<file path="src/rtl/fish_pkg.sv">
// rtl/fish_pkg.sv - shared states, LFSR constants and defaults for the fishing round sequencer
package fish_pkg;

    typedef enum logic [2:0] {
        ST_IDLE  = 3'd0,
        ST_READY = 3'd1,
        ST_WAIT  = 3'd2,
        ST_REEL  = 3'd3,
        ST_OVER  = 3'd4
    } fish_state_t;

    localparam int DEF_TICK_DIV    = 100_000_000;
    localparam int DEF_PLAY_SECS   = 30;
    localparam int DEF_BITE_MIN    = 2;
    localparam int DEF_REEL_SECS   = 10;
    localparam int DEF_REEL_TARGET = 5;

    localparam logic [7:0] LFSR_SEED = 8'hA5;
    // x^8+x^6+x^5+x^4+1 expressed as register bits 7,5,4,3
    localparam logic [7:0] LFSR_TAPS = 8'hB8;

    function automatic logic [7:0] lfsr_next(input logic [7:0] v);
        return {v[6:0], ^(v & LFSR_TAPS)};
    endfunction

endpackage

</file>
<file path="src/rtl/fish_if.sv">
// rtl/fish_if.sv - button inputs and display/audio outputs of the round sequencer
interface fish_if;
    logic        btn_start;
    logic        btn_cast;
    logic        btn_reel;
    logic        q_base_play;
    logic        q_line_reel;
    logic [15:0] count_down;
    logic [7:0]  score;
    logic        fish_caught;
    logic        fish_lost;
    logic [2:0]  state_o;

    modport master (
        output btn_start, btn_cast, btn_reel,
        input  q_base_play, q_line_reel, count_down, score, fish_caught, fish_lost, state_o
    );

    modport slave (
        input  btn_start, btn_cast, btn_reel,
        output q_base_play, q_line_reel, count_down, score, fish_caught, fish_lost, state_o
    );
endinterface

</file>
<file path="src/rtl/fish_tick_gen.sv">
// rtl/fish_tick_gen.sv - free-running divider producing a one-cycle 1 s tick enable
module fish_tick_gen
    import fish_pkg::*;
#(
    parameter int TICK_DIV = DEF_TICK_DIV
) (
    input  logic clk,
    input  logic rst,
    output logic tick
);
    localparam int CW = (TICK_DIV > 1) ? $clog2(TICK_DIV) : 1;
    localparam logic [CW-1:0] LAST = CW'(TICK_DIV - 1);

    logic [CW-1:0] cnt;

    always_ff @(posedge clk or posedge rst) begin
        if (rst) begin
            cnt <= '0;
        end else if (cnt == LAST) begin
            cnt <= '0;
        end else begin
            cnt <= cnt + CW'(1);
        end
    end

    assign tick = (cnt == LAST);
endmodule

</file>
<file path="src/rtl/fish_game_ctrl.sv">
// rtl/fish_game_ctrl.sv - session countdown and cast/bite/reel round sequencer with scoring
module fish_game_ctrl
    import fish_pkg::*;
#(
    parameter int TICK_DIV    = DEF_TICK_DIV,
    parameter int PLAY_SECS   = DEF_PLAY_SECS,
    parameter int BITE_MIN    = DEF_BITE_MIN,
    parameter int REEL_SECS   = DEF_REEL_SECS,
    parameter int REEL_TARGET = DEF_REEL_TARGET
) (
    input  logic clk,
    input  logic rst,
    fish_if.slave bus
);
    fish_state_t state, state_n;
    logic [15:0] count_down, cd_n;
    logic [15:0] phase_cnt, phase_n;
    logic [7:0]  score, score_n;
    logic [7:0]  hits, hits_n;
    logic [7:0]  lfsr;
    logic        caught_n, lost_n;
    logic        q_base_play, q_line_reel, fish_caught, fish_lost;
    logic        tick;
    logic        active, expire;

    fish_tick_gen #(.TICK_DIV(TICK_DIV)) u_tick (
        .clk  (clk),
        .rst  (rst),
        .tick (tick)
    );

    assign active = (state == ST_READY) || (state == ST_WAIT) || (state == ST_REEL);
    assign expire = active && tick && (count_down == 16'd1);

    always_comb begin
        state_n  = state;
        cd_n     = count_down;
        phase_n  = phase_cnt;
        score_n  = score;
        hits_n   = hits;
        caught_n = 1'b0;
        lost_n   = 1'b0;

        // Session expiry outranks every per-phase event, including a same-cycle catch
        if (expire) begin
            state_n = ST_OVER;
            cd_n    = 16'd0;
        end else begin
            if (active && tick) begin
                cd_n = count_down - 16'd1;
            end
            unique case (state)
                ST_IDLE, ST_OVER: begin
                    if (bus.btn_start) begin
                        state_n = ST_READY;
                        cd_n    = 16'(PLAY_SECS);
                        score_n = 8'd0;
                    end
                end
                ST_READY: begin
                    if (bus.btn_cast) begin
                        state_n = ST_WAIT;
                        phase_n = 16'(BITE_MIN) + 16'(lfsr[1:0]);
                    end
                end
                ST_WAIT: begin
                    if (tick && phase_cnt == 16'd1) begin
                        state_n = ST_REEL;
                        phase_n = 16'(REEL_SECS);
                        hits_n  = 8'd0;
                    end else begin
                        if (tick) begin
                            phase_n = phase_cnt - 16'd1;
                        end
                        if (bus.btn_reel) begin
                            state_n = ST_READY;
                            lost_n  = 1'b1;
                        end
                    end
                end
                ST_REEL: begin
                    if (bus.btn_reel && hits == 8'(REEL_TARGET - 1)) begin
                        state_n  = ST_READY;
                        caught_n = 1'b1;
                        score_n  = (score == 8'hFF) ? score : score + 8'd1;
                    end else if (tick && phase_cnt == 16'd1) begin
                        state_n = ST_READY;
                        lost_n  = 1'b1;
                    end else begin
                        if (tick) begin
                            phase_n = phase_cnt - 16'd1;
                        end
                        if (bus.btn_reel) begin
                            hits_n = hits + 8'd1;
                        end
                    end
                end
                default: state_n = ST_IDLE;
            endcase
        end
    end

    always_ff @(posedge clk or posedge rst) begin
        if (rst) begin
            state       <= ST_IDLE;
            count_down  <= 16'(PLAY_SECS);
            phase_cnt   <= 16'd0;
            score       <= 8'd0;
            hits        <= 8'd0;
            lfsr        <= LFSR_SEED;
            fish_caught <= 1'b0;
            fish_lost   <= 1'b0;
            q_base_play <= 1'b0;
            q_line_reel <= 1'b0;
        end else begin
            state       <= state_n;
            count_down  <= cd_n;
            phase_cnt   <= phase_n;
            score       <= score_n;
            hits        <= hits_n;
            lfsr        <= lfsr_next(lfsr);
            fish_caught <= caught_n;
            fish_lost   <= lost_n;
            q_base_play <= (state_n == ST_READY) || (state_n == ST_WAIT);
            q_line_reel <= (state_n == ST_REEL);
        end
    end

    assign bus.state_o     = state;
    assign bus.count_down  = count_down;
    assign bus.score       = score;
    assign bus.fish_caught = fish_caught;
    assign bus.fish_lost   = fish_lost;
    assign bus.q_base_play = q_base_play;
    assign bus.q_line_reel = q_line_reel;
endmodule

</file>
<file path="src/flat_wrapper.sv">
// flat-port wrapper written by rule: the top's interface ports become plain ports
module fish_game_ctrl_flat import fish_pkg::*;
#(
    parameter int TICK_DIV    = DEF_TICK_DIV,
    parameter int PLAY_SECS   = DEF_PLAY_SECS,
    parameter int BITE_MIN    = DEF_BITE_MIN,
    parameter int REEL_SECS   = DEF_REEL_SECS,
    parameter int REEL_TARGET = DEF_REEL_TARGET
)
  (clk, rst, bus_btn_start, bus_btn_cast, bus_btn_reel, bus_q_base_play, bus_q_line_reel, bus_count_down, bus_score, bus_fish_caught, bus_fish_lost, bus_state_o);
  fish_if bus_i ();
  input  logic clk;
  input  logic rst;
  input wire logic [$bits(bus_i.btn_start)-1:0] bus_btn_start;
  input wire logic [$bits(bus_i.btn_cast)-1:0] bus_btn_cast;
  input wire logic [$bits(bus_i.btn_reel)-1:0] bus_btn_reel;
  output wire logic [$bits(bus_i.q_base_play)-1:0] bus_q_base_play;
  output wire logic [$bits(bus_i.q_line_reel)-1:0] bus_q_line_reel;
  output wire logic [$bits(bus_i.count_down)-1:0] bus_count_down;
  output wire logic [$bits(bus_i.score)-1:0] bus_score;
  output wire logic [$bits(bus_i.fish_caught)-1:0] bus_fish_caught;
  output wire logic [$bits(bus_i.fish_lost)-1:0] bus_fish_lost;
  output wire logic [$bits(bus_i.state_o)-1:0] bus_state_o;
  assign bus_i.btn_start = bus_btn_start;
  assign bus_i.btn_cast = bus_btn_cast;
  assign bus_i.btn_reel = bus_btn_reel;
  assign bus_q_base_play = bus_i.q_base_play;
  assign bus_q_line_reel = bus_i.q_line_reel;
  assign bus_count_down = bus_i.count_down;
  assign bus_score = bus_i.score;
  assign bus_fish_caught = bus_i.fish_caught;
  assign bus_fish_lost = bus_i.fish_lost;
  assign bus_state_o = bus_i.state_o;
  fish_game_ctrl #(.TICK_DIV(TICK_DIV), .PLAY_SECS(PLAY_SECS), .BITE_MIN(BITE_MIN), .REEL_SECS(REEL_SECS), .REEL_TARGET(REEL_TARGET)) u_core (.clk(clk), .rst(rst), .bus(bus_i));
endmodule
</file>
<file path="config.mk">
export PLATFORM = sky130hd
export DESIGN_NAME = fish_game_ctrl_flat
export DESIGN_NICKNAME = d
export VERILOG_FILES = /design/src/rtl/fish_pkg.sv /design/src/rtl/fish_if.sv /design/src/rtl/fish_tick_gen.sv /design/src/rtl/fish_game_ctrl.sv /design/src/flat_wrapper.sv
export SDC_FILE = /design/constraint.sdc
export NUM_CORES = 1
export LEC_CHECK = 0
export ABC_AREA = 1
export CAP_MARGIN = 5
export CORE_UTILIZATION = 53
export DETAILED_ROUTE_END_ITERATION = 6
export PLACE_DENSITY = 0.82
export SYNTH_ARGS = -nofsm -noshare
export SYNTH_HDL_FRONTEND = slang
export SYNTH_HIERARCHICAL = 1
export SYNTH_SLANG_ARGS = --single-unit
</file>
<file path="constraint.sdc">
create_clock -name clk -period 2.8 [get_ports clk]
set_input_delay 0.28 -clock clk [delete_from_list [all_inputs] [get_ports clk]]
set_output_delay 0.28 -clock clk [all_outputs]
set_load 0.005 [all_outputs]
</file>
# Yosys cells after proc, flatten, opt, wreduce, memory -nomap -nowiden
# Index checks and enable logic that the tools add are counted.
[word_totals]
ff_bits = 90
out_inout_bits = 31
wordCells = 91
[op_classes]
addsub = 6
n_eq_ne = 20
muxes = 37
bitwise_logic = 1
reduce_logical = 16
[op_table]
columns = ["cell", "n"]
rows = [
  ["2-to-1 mux 16 bit", 9],
  ["2-to-1 mux 8 bit", 7],
  ["case mux 16 bit (3 select lines)", 1],
  ["== test 16 x 1 -> 1 bit, second input constant", 2],
  ["case mux 8 bit (2 select lines)", 2],
  ["subtractor 16 x 1 -> 16 bit, second input constant", 2],
  ["adder 27 x 1 -> 27 bit, second input constant", 1],
  ["== test 27 bit, second input constant", 1],
  ["2-to-1 mux 27 bit", 1],
  ["2-to-1 mux 3 bit", 7],
  ["adder 8 x 1 -> 8 bit, second input constant", 2],
  ["!= test 2 bit, second input constant", 8],
  ["== test 3 x 2 -> 1 bit, second input constant", 4],
  ["case mux 3 bit (4 select lines)", 1],
  ["AND reduction 5 bit", 2],
  ["== test 8 x 3 -> 1 bit, second input constant", 1],
  ["== test 8 bit, second input constant", 1],
  ["2-to-1 mux 1 bit", 8],
  ["parity 8 bit", 1],
  ["== test 3 x 1 -> 1 bit, second input constant", 2],
  ["AND reduction 6 bit", 1],
  ["logical AND 1 bit", 4],
  ["nonzero test 2 bit", 2],
  ["adder 2 x 2 -> 3 bit, first input constant", 1],
  ["other kinds (7)", 9],
]

# Logic depth before layout (Yosys ltp)
# Gate-level depths: netlist (run 1).
[logic_depth]
depth_word = 8
depth_mapped = 17
depth_no_buf = 16

# Hierarchy
# Netlist (run 1), hierarchy kept.
[modules_own_cells]
columns = ["mod", "n_inst", "cells_each", "area_per_inst_um2", "seq_area_each_um2"]
rows = [
  ["fish_game_ctrl", 1, 487, 3599.7, 1586.5],
  ["fish_tick_gen", 1, 224, 1584.0, 675.6],
]

# Least setup slack after synthesis (run 1)
# Ideal clock, no wire load.
[synth_path]
kind = "register to register"
start = "reg u_core.u_tick.cnt[0]"
end = "reg u_core.count_down[14], in the netlist u_core/bus.count_down[14]"
setup_time_ps = 121
arrival_ps = 2267
required_ps = 2679
slack_ps = 412
stages_incl_launch_ff = 16
path_buffers = 0
path_cell_list = "dfrtp_1 ha_1 nand2_1 nor2_4 nand2_4 nor2_4 nand2_2 clkinv_4 inv_2 nor3_4 nand3_2 nor2_1 nand2_1 nor2_1 xor2_1 nor2_1"
[synth_via]
elab_chain_len = 6
[synth_rtl]
columns = ["item", "line", "rtl"]
rows = [
  ["from (decl)", "fish_tick_gen.sv:14", "logic [CW-1:0] cnt;"],
  ["from (signal assigned)", "fish_tick_gen.sv:22", "cnt <= cnt + CW'(1);"],
  ["== test 27 bit *", "fish_tick_gen.sv:26", "assign tick = (cnt == LAST);"],
  ["via u_core.tick", "fish_game_ctrl.sv:23", "logic tick;"],
  ["logical AND 1 bit *", "fish_game_ctrl.sv:33, fish_game_ctrl.sv:49", ""],
  ["2-to-1 mux 16 bit", "fish_game_ctrl.sv:49", "if (active && tick) begin"],
  ["2-to-1 mux 16 bit", "fish_game_ctrl.sv:54", "if (bus.btn_start) begin"],
  ["2-to-1 mux 16 bit", "fish_game_ctrl.sv:52", "unique case (state)"],
  ["2-to-1 mux 16 bit *", "fish_game_ctrl.sv:45", "if (expire) begin"],
  ["via u_core.cd_n[14]", "fish_game_ctrl.sv:16", "logic [15:0] count_down, cd_n;"],
  ["to (signal assigned)", "fish_game_ctrl.sv:106", "count_down <= 16'(PLAY_SECS);"],
  ["to (signal assigned)", "fish_game_ctrl.sv:117", "count_down <= cd_n;"],
  ["to (decl)", "fish_game_ctrl.sv:16", ""],
]
# Mark *: on every way through the listed nets, which the timed path passes. The rest lies on a longest branch.
# A chain may end at the register's enable or synchronous reset.

# Worst setup path in the final report (run 1)
[layout_path]
start = "reg u_core.u_tick.cnt[0]"
end = "reg u_core.phase_cnt[2]"
[layout_via]
elab_chain_len = 5
[layout_rtl]
columns = ["item", "line", "rtl"]
rows = [
  ["== test 27 bit *", "fish_tick_gen.sv:26", ""],
  ["via u_core.tick", "fish_game_ctrl.sv:23", ""],
  ["2-to-1 mux 16 bit / logical AND 1 bit (equally long branches) (2 in series)", "--", ""],
  ["2-to-1 mux 16 bit / inverter 1 bit (equally long branches)", "--", ""],
  ["case mux 16 bit (3 select lines) / AND reduction 5 bit (equally long branches)", "--", ""],
  ["to (signal assigned)", "fish_game_ctrl.sv:118", "phase_cnt <= phase_n;"],
  ["to (decl)", "fish_game_ctrl.sv:17", "logic [15:0] phase_cnt, phase_n;"],
]
# Mark *: on every way through the listed nets, which the timed path passes. The rest lies on a longest branch. The select of a mux whose other input is x is not followed.

==> impl_metrics.toml, run 1 <==
[floorplan]
design.die.area_mm2 = 0.0102
core-area_mm2 = 0.00937
rows = 35
die-height_um = 101
initial_core_util_pct = 55.3
top_level_ports = 36
die_x_um = 101

[logic_synthesis]
synth-seq-cells = 90
synth_warnings = 6
synth_top_area_share_pct = 39.6
yosysSeqAreaShare_pct = 43.6
syn_area_per_cell_um2 = 7.29
ys_types = 33
synth_top_cell_by_area = "dfrtp_1"
async_reset_ff_share_pct = 100
ys_top_cells_by_area = "dfrtp_1 (40%), nand2_1 (13%), nor2_1 (11%)"
synth_nets = 724
ys.flop_type = "dfrtp_1"
syn-cell-area_mm2 = 0.00518
synth_edf_count = 0
synthCells = 711

[setup_path]
crit_chain = "ha_1 > nand2_1 > nor2_4 > nand2_4 > nor2_4 > nand2_2 > clkinv_4 > inv_2 > nor3_4 > buf_4 > nand3_4 > nand2_2 > nor2_4 > buf_4 > nand2_1 > nor2_1 > nor2_1"
worstPathRequired_ns = 3.04
critPathMaxFanout = 20
crit_type = "reg -> reg"
cp_data_arrival_time_ns = 2.80
worst_path_most_repeated_cell = "nor2_4"
slowest_stage = "dfrtp_1"
slowest_delay_ns = 0.42
start_kind = "register"
critPathCaptureType = "register"

[timing]
rsz0062_at_grt = "false"
hold_violations = 0
final-setup-viol-count = 0
slew_headroom_pct = 47.7
finalCriticalPeriod_ns = 2.56
worst_clock_skew_ns = 0.00523
fin_worst_hold_slack_ns = 0.306
slew_viol_final = 0
fin_tns_setup_ns = 0
min_period_over_period_pct = 91.4
worstMarginPinSlew_ns = 0.784
fmax_mhz = 391

[global_route]
grt_pass1_vias = 4612
grt_pass1_wl_um = 20200
grt_start_max_net_pins = 64
grtUsageTotal_pct = 24.9
antenna_found_initial = 0
grt-ovfl-total = 0

[route]
drt_iter0_drc = 380
detail-route-antenna-nets = 0
drc_errors = 0
vias_per_cell = 5.34
wl_per_cell_um = 13.1
first_pass_iters = 5
vias = 4789
finalWirelength_um = 11800

[place]
port_buffers = 35
place_inst = 876
hpwl_um = 8620
place_congestion = 0.910

[pwr]
intPower_mw = 2.18
combPwrFrac_pct = 26.1
power.share.clock_pct = 30.0
power_density_mw_per_mm2 = 546
leakagePower_nw = 2.87
seq_power_share_pct = 43.9
p_sw_share_pct = 33.2
irDropWorstVdd_uv = 505
totalPowerFinal_mw = 3.27
p_sw_mw = 1.09

[cts]
path_clk_slew_ns = 0.09
tritoncts = "built"
clock_latency_ns = 0.35
cts_htree_levels = 3
cts_buffer_depth = 2
cts_buffers = 9
cts-root-buf = "clkbuf_8"
cts_hold_buf = 0
cts_sinks = 90

[job]
max-cap-violations = 0

[cells_and_area]
drive_gt1_share_pct = 9.38
layout-area-overhead-vs-synth_pct = 15.5
diodes = 0
layoutNonFillerInstCount = 897
layout.nets = 776
utilization_pct = 63.9

[run_status]
status = "complete, no violations"

[hold_path]
hold_path.class = "in -> async"
## registers in the layout (all words and copies together), names as in the netlist, 3 cells and up
| name | flops |
|---|---|
| u_core/bus.state_o | 3 |
| u_core/u_tick/cnt | 27 |
| u_core/bus.count_down | 16 |
| u_core/lfsr | 8 |
| u_core/hits | 8 |
| u_core/phase_cnt | 16 |
| u_core/bus.score | 8 |
## worst paths after layout
kind                            slack [ns]                     to  cells past startpoint                 start
worst max-delay path                  0.24    u_core/phase_cnt[2]                     17  u_core/u_tick/cnt[0]
worst min-delay path                  0.31  u_core/u_tick/cnt[24]                      2                   rst
worst max register to register        0.24    u_core/phase_cnt[2]                     17  u_core/u_tick/cnt[0]
worst min register to register        0.36         u_core/lfsr[7]                      0        u_core/lfsr[6]
max in group asynchronous             1.75   u_core/phase_cnt[14]                      3                   rst
min in group clk                      0.36         u_core/lfsr[7]                      0        u_core/lfsr[6]
## logic make-up after synthesis
family	count (synthesis)	synth area share (%)
and+or+nand+nor	440	36.9
DFF	90	43.6
xor gates and xnor gates	32	5.41
buffers and inverters	87	6.64
adders and majority gates	8	1.93
AOI/OAI and AO/OA	54	5.48
## cells in the final DEF, fill, tap and decap left out, types with 9 or more instances in the layout
cell type / netlist / routed
nand2_1: 182 / 182
nor2_1: 149 / 149
dfrtp_1: 82 / 82
inv_1: 75 / 74
nand3_1: 51 / 51
clkdlybuf4s50_1: 0 / 35
xor2_1: 23 / 23
o21ai_0: 21 / 20
a21oi_1: 20 / 20
nor3_1: 12 / 12
nand4_1: 11 / 11
buf_4: 0 / 11
clkbuf_8: 0 / 9
xnor2_1: 9 / 9
## synthesized netlist by cell type, types with 6 or more instances
cell type,number
ha_1,8
nor3_1,12
nand4_1,11
nor2_1,149
nand2_1,182
dfrtp_1,82
o21ai_0,21
nand3_1,51
xor2_1,23
inv_1,75
xnor2_1,9
nand2_2,7
o21ai_1,7
a21oi_1,20
dfstp_2,8
nor2_2,6
## per-layer routing
layer,GRT usage (%),part of all wire (%),vias up
met5,0,0,-
met4,10.0,1.8,0
met3,3.47,4.5,20
met2,43.8,49,150
met1,30.9,44,2271
li1,-,-,2348
## worst max-delay path: cells and delay by family, from the launching register on
kind / cells / cell delay (ns)
AND/OR/NAND/NOR: 12 / 1.10
flip-flops: 1 / 0.42
adder cells (fa/ha/maj): 1 / 0.24
buffers and inverters: 4 / 0.69
## timing repair
action	CTS	global route
gates resized for setup	0	1
setup buffers	0	5
setup endpoints to repair	0	31
## layout make-up
class	count	area [um2]
multi-input combinational	534	2580
sequential	90	2260
clock buffer	9	124
timing repair buffer	47	453
inverter	81	309
tap	129	161
clock inverter	7	101
fill	821	3380
## power groups by stage
stage                     logic (mW)  registers (mW)  clock network [mW]
after floorplan                0.545            1.44                   0
after global placement         0.759            1.46                   0
final                          0.852            1.43               0.981
after CTS                      0.784            1.43                1.01
after detailed placement       0.781            1.45                   0
after global routing           0.953            1.44                1.05
## stage by stage
step | setup WS [ns] | cell area, um2
after floorplan | 0.412 | 5180
final | 0.242 | 5990
after global routing | 0.0244 | 5990
after detailed placement | 0.125 | 5710
after global placement | 0.245 | 5710
after CTS | 0.0988 | 5940
Power figures use the tool's default switching activity.
==> run 2: changes to the inputs <==
Settings changed: PLACE_DENSITY 0.82 to 0.71.
==> run 2 against run 1 <==
Net effect: sequential power hardly changed; largest cell class unchanged; via count is 5.0% lower; routed wire length is 3.0% lower; critical path depth is 1 lower; critical path type unchanged.
==> impl_metrics.toml, run 2 (synthesis results as in run 1) <==
[run_status]
status = "complete, no violations"

[cts]
cts_htree_levels = 3
cts_buffers = 9
clock_latency_ns = 0.36
path_clk_slew_ns = 0.09
tritoncts = "built"
cts-root-buf = "clkbuf_8"
cts_buffer_depth = 2
cts_sinks = 90

[setup_path]
cp_data_arrival_time_ns = 2.89
r2r_setup_slack_ns = 0.16
worstPathRequired_ns = 3.05
r2r-start = "u_core/u_tick/cnt[0]"
rr_worst_depth = 16
crit_type = "reg -> reg"
start_kind = "register"
critPathCaptureType = "register"
critPathMaxFanout = 12
reg2reg_to = "u_core/phase_cnt[7]"

[cells_and_area]
diodes = 0
layout.cells.most_common = "nand2_1"
largest_register = "u_core/u_tick/cnt"
largest_reg_flops = 27
layout.nets = 777
top_regs = "u_core/u_tick/cnt: 27 flops, u_core/bus.count_down: 16 flops, u_core/phase_cnt: 16 flops"
layout-area-overhead-vs-synth_pct = 15.9
fillers = 846
mostFrequentLayoutCells = "nand2_1 (181), nor2_1 (149), dfrtp_1 (82)"
drive_gt1_share_pct = 9.62
layoutNonFillerInstCount = 898
utilization_pct = 64.1

[hold_path]
hold_path.class = "in -> async"

[route]
drt_iter0_drc = 173
first_pass_iters = 5
wl_per_cell_um = 12.7
finalWirelength_um = 11400
drc_errors = 0
detail-route-antenna-nets = 0
vias = 4551
vias_per_cell = 5.07

[global_route]
grt_pass1_wl_um = 19500
grtUsageTotal_pct = 24.3
grt-ovfl-total = 0
antenna_found_initial = 0
grt_pass1_vias = 4292
grt_start_max_net_pins = 64

[pwr]
leakagePower_nw = 2.88
power_density_mw_per_mm2 = 536
irDropWorstVdd_uv = 372

[timing]
finalCriticalPeriod_ns = 2.64
slew_headroom_pct = 71.1
worstMarginPinSlew_ns = 0.433
worst_clock_skew_ns = 0.0169
final-setup-viol-count = 0
slew_viol_final = 0
hold_violations = 0
min_period_over_period_pct = 94.3
fmax_mhz = 379

[place]
place_congestion = 0.876
place_inst = 876
port_buffers = 35
hpwl_um = 8480

[job]
max-cap-violations = 0

[floorplan]
initial_core_util_pct = 55.3
top_level_ports = 36
rows = 35
die_x_um = 101
design.die.area_mm2 = 0.0102
core-area_mm2 = 0.00937
die-height_um = 101
## run 2: layer usage
| layer | GRT usage, % | wire length (um) | vias up |
|---|---|---|---|
| li1 | - | - | 2344 |
| met1 | 32.9 | 5390 | 2083 |
| met3 | 4.79 | 579 | 14 |
| met2 | 39.5 | 5310 | 110 |
| met4 | 7.36 | 148 | 0 |
| met5 | 0 | 0 | - |
## run 2: worst max-delay path, stage by stage, from the launching register on
cell and delay [ns]:
dfrtp_1 0.39, ha_2 0.20, nand2_1 0.09, nor2_4 0.19, nand2_4 0.10, nor2_4 0.13, nand2_2 0.09, clkinv_4 0.10
inv_2 0.07, nor3_4 0.26, buf_4 0.17, nand3_4 0.14, nand2_4 0.14, nor2_4 0.08, buf_4 0.18, a21oi_1 0.13
nor2_1 0.06
## run 2: final cells by class
type	count	area, um2	area share, %
well taps	129	161	2.69
inverters	81	309	5.14
repair buffers	47	453	7.54
clock inverters	4	76.3	1.27
multi-input cells	535	2610	43.5
clock buffers	12	135	2.25
flip-flops and latches	90	2260	37.6
## run 2: per-stage QoR
step / hold slack [ns] / total power [mW] / worst slack (ns) / TNS, ns / cell area (um2)
final: 0.326 / 3.22 / 0.160 / 0 / 6010
after global routing: 0.367 / 3.43 / -0.0342 / -0.0578 / 6010
after CTS: 0.343 / 3.21 / 0.134 / 0 / 5940
after detailed placement: 0.342 / 2.24 / 0.139 / 0 / 5730
after global placement: 0.338 / 2.23 / 0.248 / 0 / 5730
after floorplan: 0.333 / 1.99 / 0.412 / 0 / 5180
## run 2: power by group
| part | switching (mW) | internal [mW] |
|---|---|---|
| clock | 0.448 | 0.506 |
| combinational | 0.563 | 0.275 |
| sequential | 0.0652 | 1.37 |
## run 2: how the worst max path moves through the flow
| stage | cells after the start | from | end | slack [ns] |
|---|---|---|---|---|
| after floorplan | 15 | u_core/u_tick/cnt[0] | u_core/bus.count_down[14] | 0.41 |
| after global placement | 15 | u_core/u_tick/cnt[0] | u_core/phase_cnt[4] | 0.25 |
| after detailed placement | 15 | u_core/u_tick/cnt[0] | u_core/phase_cnt[4] | 0.14 |
| after CTS | 15 | u_core/u_tick/cnt[0] | u_core/phase_cnt[4] | 0.13 |
| after global routing | 16 | u_core/u_tick/cnt[0] | u_core/phase_cnt[7] | -0.03 |
| final | 16 | u_core/u_tick/cnt[0] | u_core/phase_cnt[7] | 0.16 |
## run 2: repair_timing
action                     in CTS  in global routing
resized for setup               0                  7
setup endpoints to repair       0                 21
hold buffers                    0                  0
setup buffers                   0                  5
==> run 3: changes to the inputs <==
Settings changed: RECOVER_POWER set to 50.
==> run 3 against run 2 <==
Net effect: the flow now finishes with violations (capacitance limit, slew limit); register-to-register slack about the same; design area shrank 0.44%; routed wire length is 0.15% lower; critical path type unchanged; highest routed layer unchanged.
==> impl_metrics.toml, run 3 (synthesis results as in run 1) <==
[run_status]
status = "finished with violations"
violations = "capacitance limit, slew limit"

[cts]
cts-root-buf = "clkbuf_8"
tritoncts = "built"
cts_buffers = 9
cts_sinks = 90
cts_hold_buf = 0
clock_latency_ns = 0.36
cts_htree_levels = 3
cts_buffer_depth = 2
path_clk_slew_ns = 0.09

[cells_and_area]
top_regs = "u_core/u_tick/cnt: 27 flops, u_core/bus.count_down: 16 flops, u_core/phase_cnt: 16 flops"
layout-area-overhead-vs-synth_pct = 15.4
layout.cells.most_common = "nand2_1"
largest_reg_flops = 27
fillers = 851
layout.nets = 777
mostFrequentLayoutCells = "nand2_1 (181), nor2_1 (150), dfrtp_1 (82)"
layoutNonFillerInstCount = 898
largest_register = "u_core/u_tick/cnt"
diodes = 0
drive_gt1_share_pct = 8.97
utilization_pct = 63.8

[route]
detail-route-antenna-nets = 0
wl_per_cell_um = 12.7
finalWirelength_um = 11400
vias = 4548
vias_per_cell = 5.06
first_pass_iters = 5
drt_iter0_drc = 175
drc_errors = 0

[floorplan]
rows = 35
design.die.area_mm2 = 0.0102
die-height_um = 101
initial_core_util_pct = 55.3
core-area_mm2 = 0.00937
die_x_um = 101
top_level_ports = 36

[setup_path]
critPathCaptureType = "register"
start_kind = "register"
crit_type = "reg -> reg"
worst_path_most_repeated_cell = "nor2_4"
r2r_setup_slack_ns = 0.16
crit_chain = "ha_2 > nand2_1 > nor2_4 > nand2_4 > nor2_4 > nand2_2 > clkinv_4 > inv_2 > nor3_4 > buf_4 > nand3_4 > nand2_4 > nor2_4 > buf_4 > a21oi_1 > nor2_1"
slowest_delay_ns = 0.39
slowest_stage = "dfrtp_1"
cp_data_arrival_time_ns = 2.88
worstPathRequired_ns = 3.05
critPathMaxFanout = 12

[global_route]
grt-ovfl-total = 0
grtUsageTotal_pct = 24.3
grt_start_max_net_pins = 64
grt_pass1_wl_um = 19500
antenna_found_initial = 0
grt_pass1_vias = 4292

[timing]
hold_violations = 0
setup_ws_ns = 0.162
min_period_over_period_pct = 94.2
worstMarginPinSlew_ns = 1.54
finalCriticalPeriod_ns = 2.64
fmax_mhz = 379
slew_headroom_pct = -2.81
final-setup-viol-count = 0
worst_clock_skew_ns = 0.0169
slew_viol_final = 64
fin_worst_hold_slack_ns = 0.359

[place]
post-place-ws_ns = 0.139
place_congestion = 0.876
port_buffers = 35
hpwl_um = 8480
place_inst = 876

[hold_path]
hold_path.class = "reg -> reg"

[pwr]
power_density_mw_per_mm2 = 538
irDropWorstVdd_uv = 371
leakagePower_nw = 2.86

[job]
max-cap-violations = 1
[run 3: where the power goes]
part	switching, mW	internal [mW]
Sequential	0.0652	1.37
Combinational	0.563	0.271
Clock	0.447	0.506
Total	1.08	2.14
[run 3: worst paths after layout]
check,start,to,cells after the start
min,u_core/lfsr[6],u_core/lfsr[7],0
max in group asynchronous,rst,u_core/bus.score[4],3
max reg2reg,u_core/u_tick/cnt[0],u_core/phase_cnt[7],16
min in group asynchronous,rst,u_core/u_tick/cnt[17],3
max,u_core/u_tick/cnt[0],u_core/phase_cnt[7],16
min reg2reg,u_core/lfsr[6],u_core/lfsr[7],0
[run 3: repair_timing]
item                                    CTS  global route
resized for setup                         0             7
endpoints found under the setup margin    0            21
buffers inserted                          0             5
[run 3: layout make-up]
type | instances | area, um2 | area share (%)
multi-input cells | 535 | 2610 | 43.5
clock inverters | 4 | 76.3 | 1.28
well taps | 129 | 161 | 2.70
clock buffers | 12 | 135 | 2.26
inverters | 81 | 309 | 5.17
flip-flops and latches | 90 | 2260 | 37.8
repair buffers | 47 | 434 | 7.26
[run 3: layer usage]
layer	up-vias	share of wire, %	GRT usage [%]	wire [um]
met5	-	0	0	0
met4	0	1.3	7.36	146
met3	14	5.1	4.79	579
met2	109	47	39.5	5300
met1	2081	47	32.9	5380
li1	2344	-	-	-
[run 3: critical path, delay by kind of cell (launching register included)]
family          cells  cell delay, ns
flops               1            0.39
buf+inv             4            0.52
compound gates      1            0.13
simple gates       10            1.28
fa+ha+maj           1            0.20
[run 3: per-stage QoR]
step / TNS, ns / instance area [um2] / power, mW
after floorplan: 0 / 5180 / 1.99
after global placement: 0 / 5730 / 2.23
after detailed placement: 0 / 5730 / 2.24
after CTS: 0 / 5940 / 3.21
after global routing: -0.0550 / 5980 / 3.42
final: 0 / 5980 / 3.22
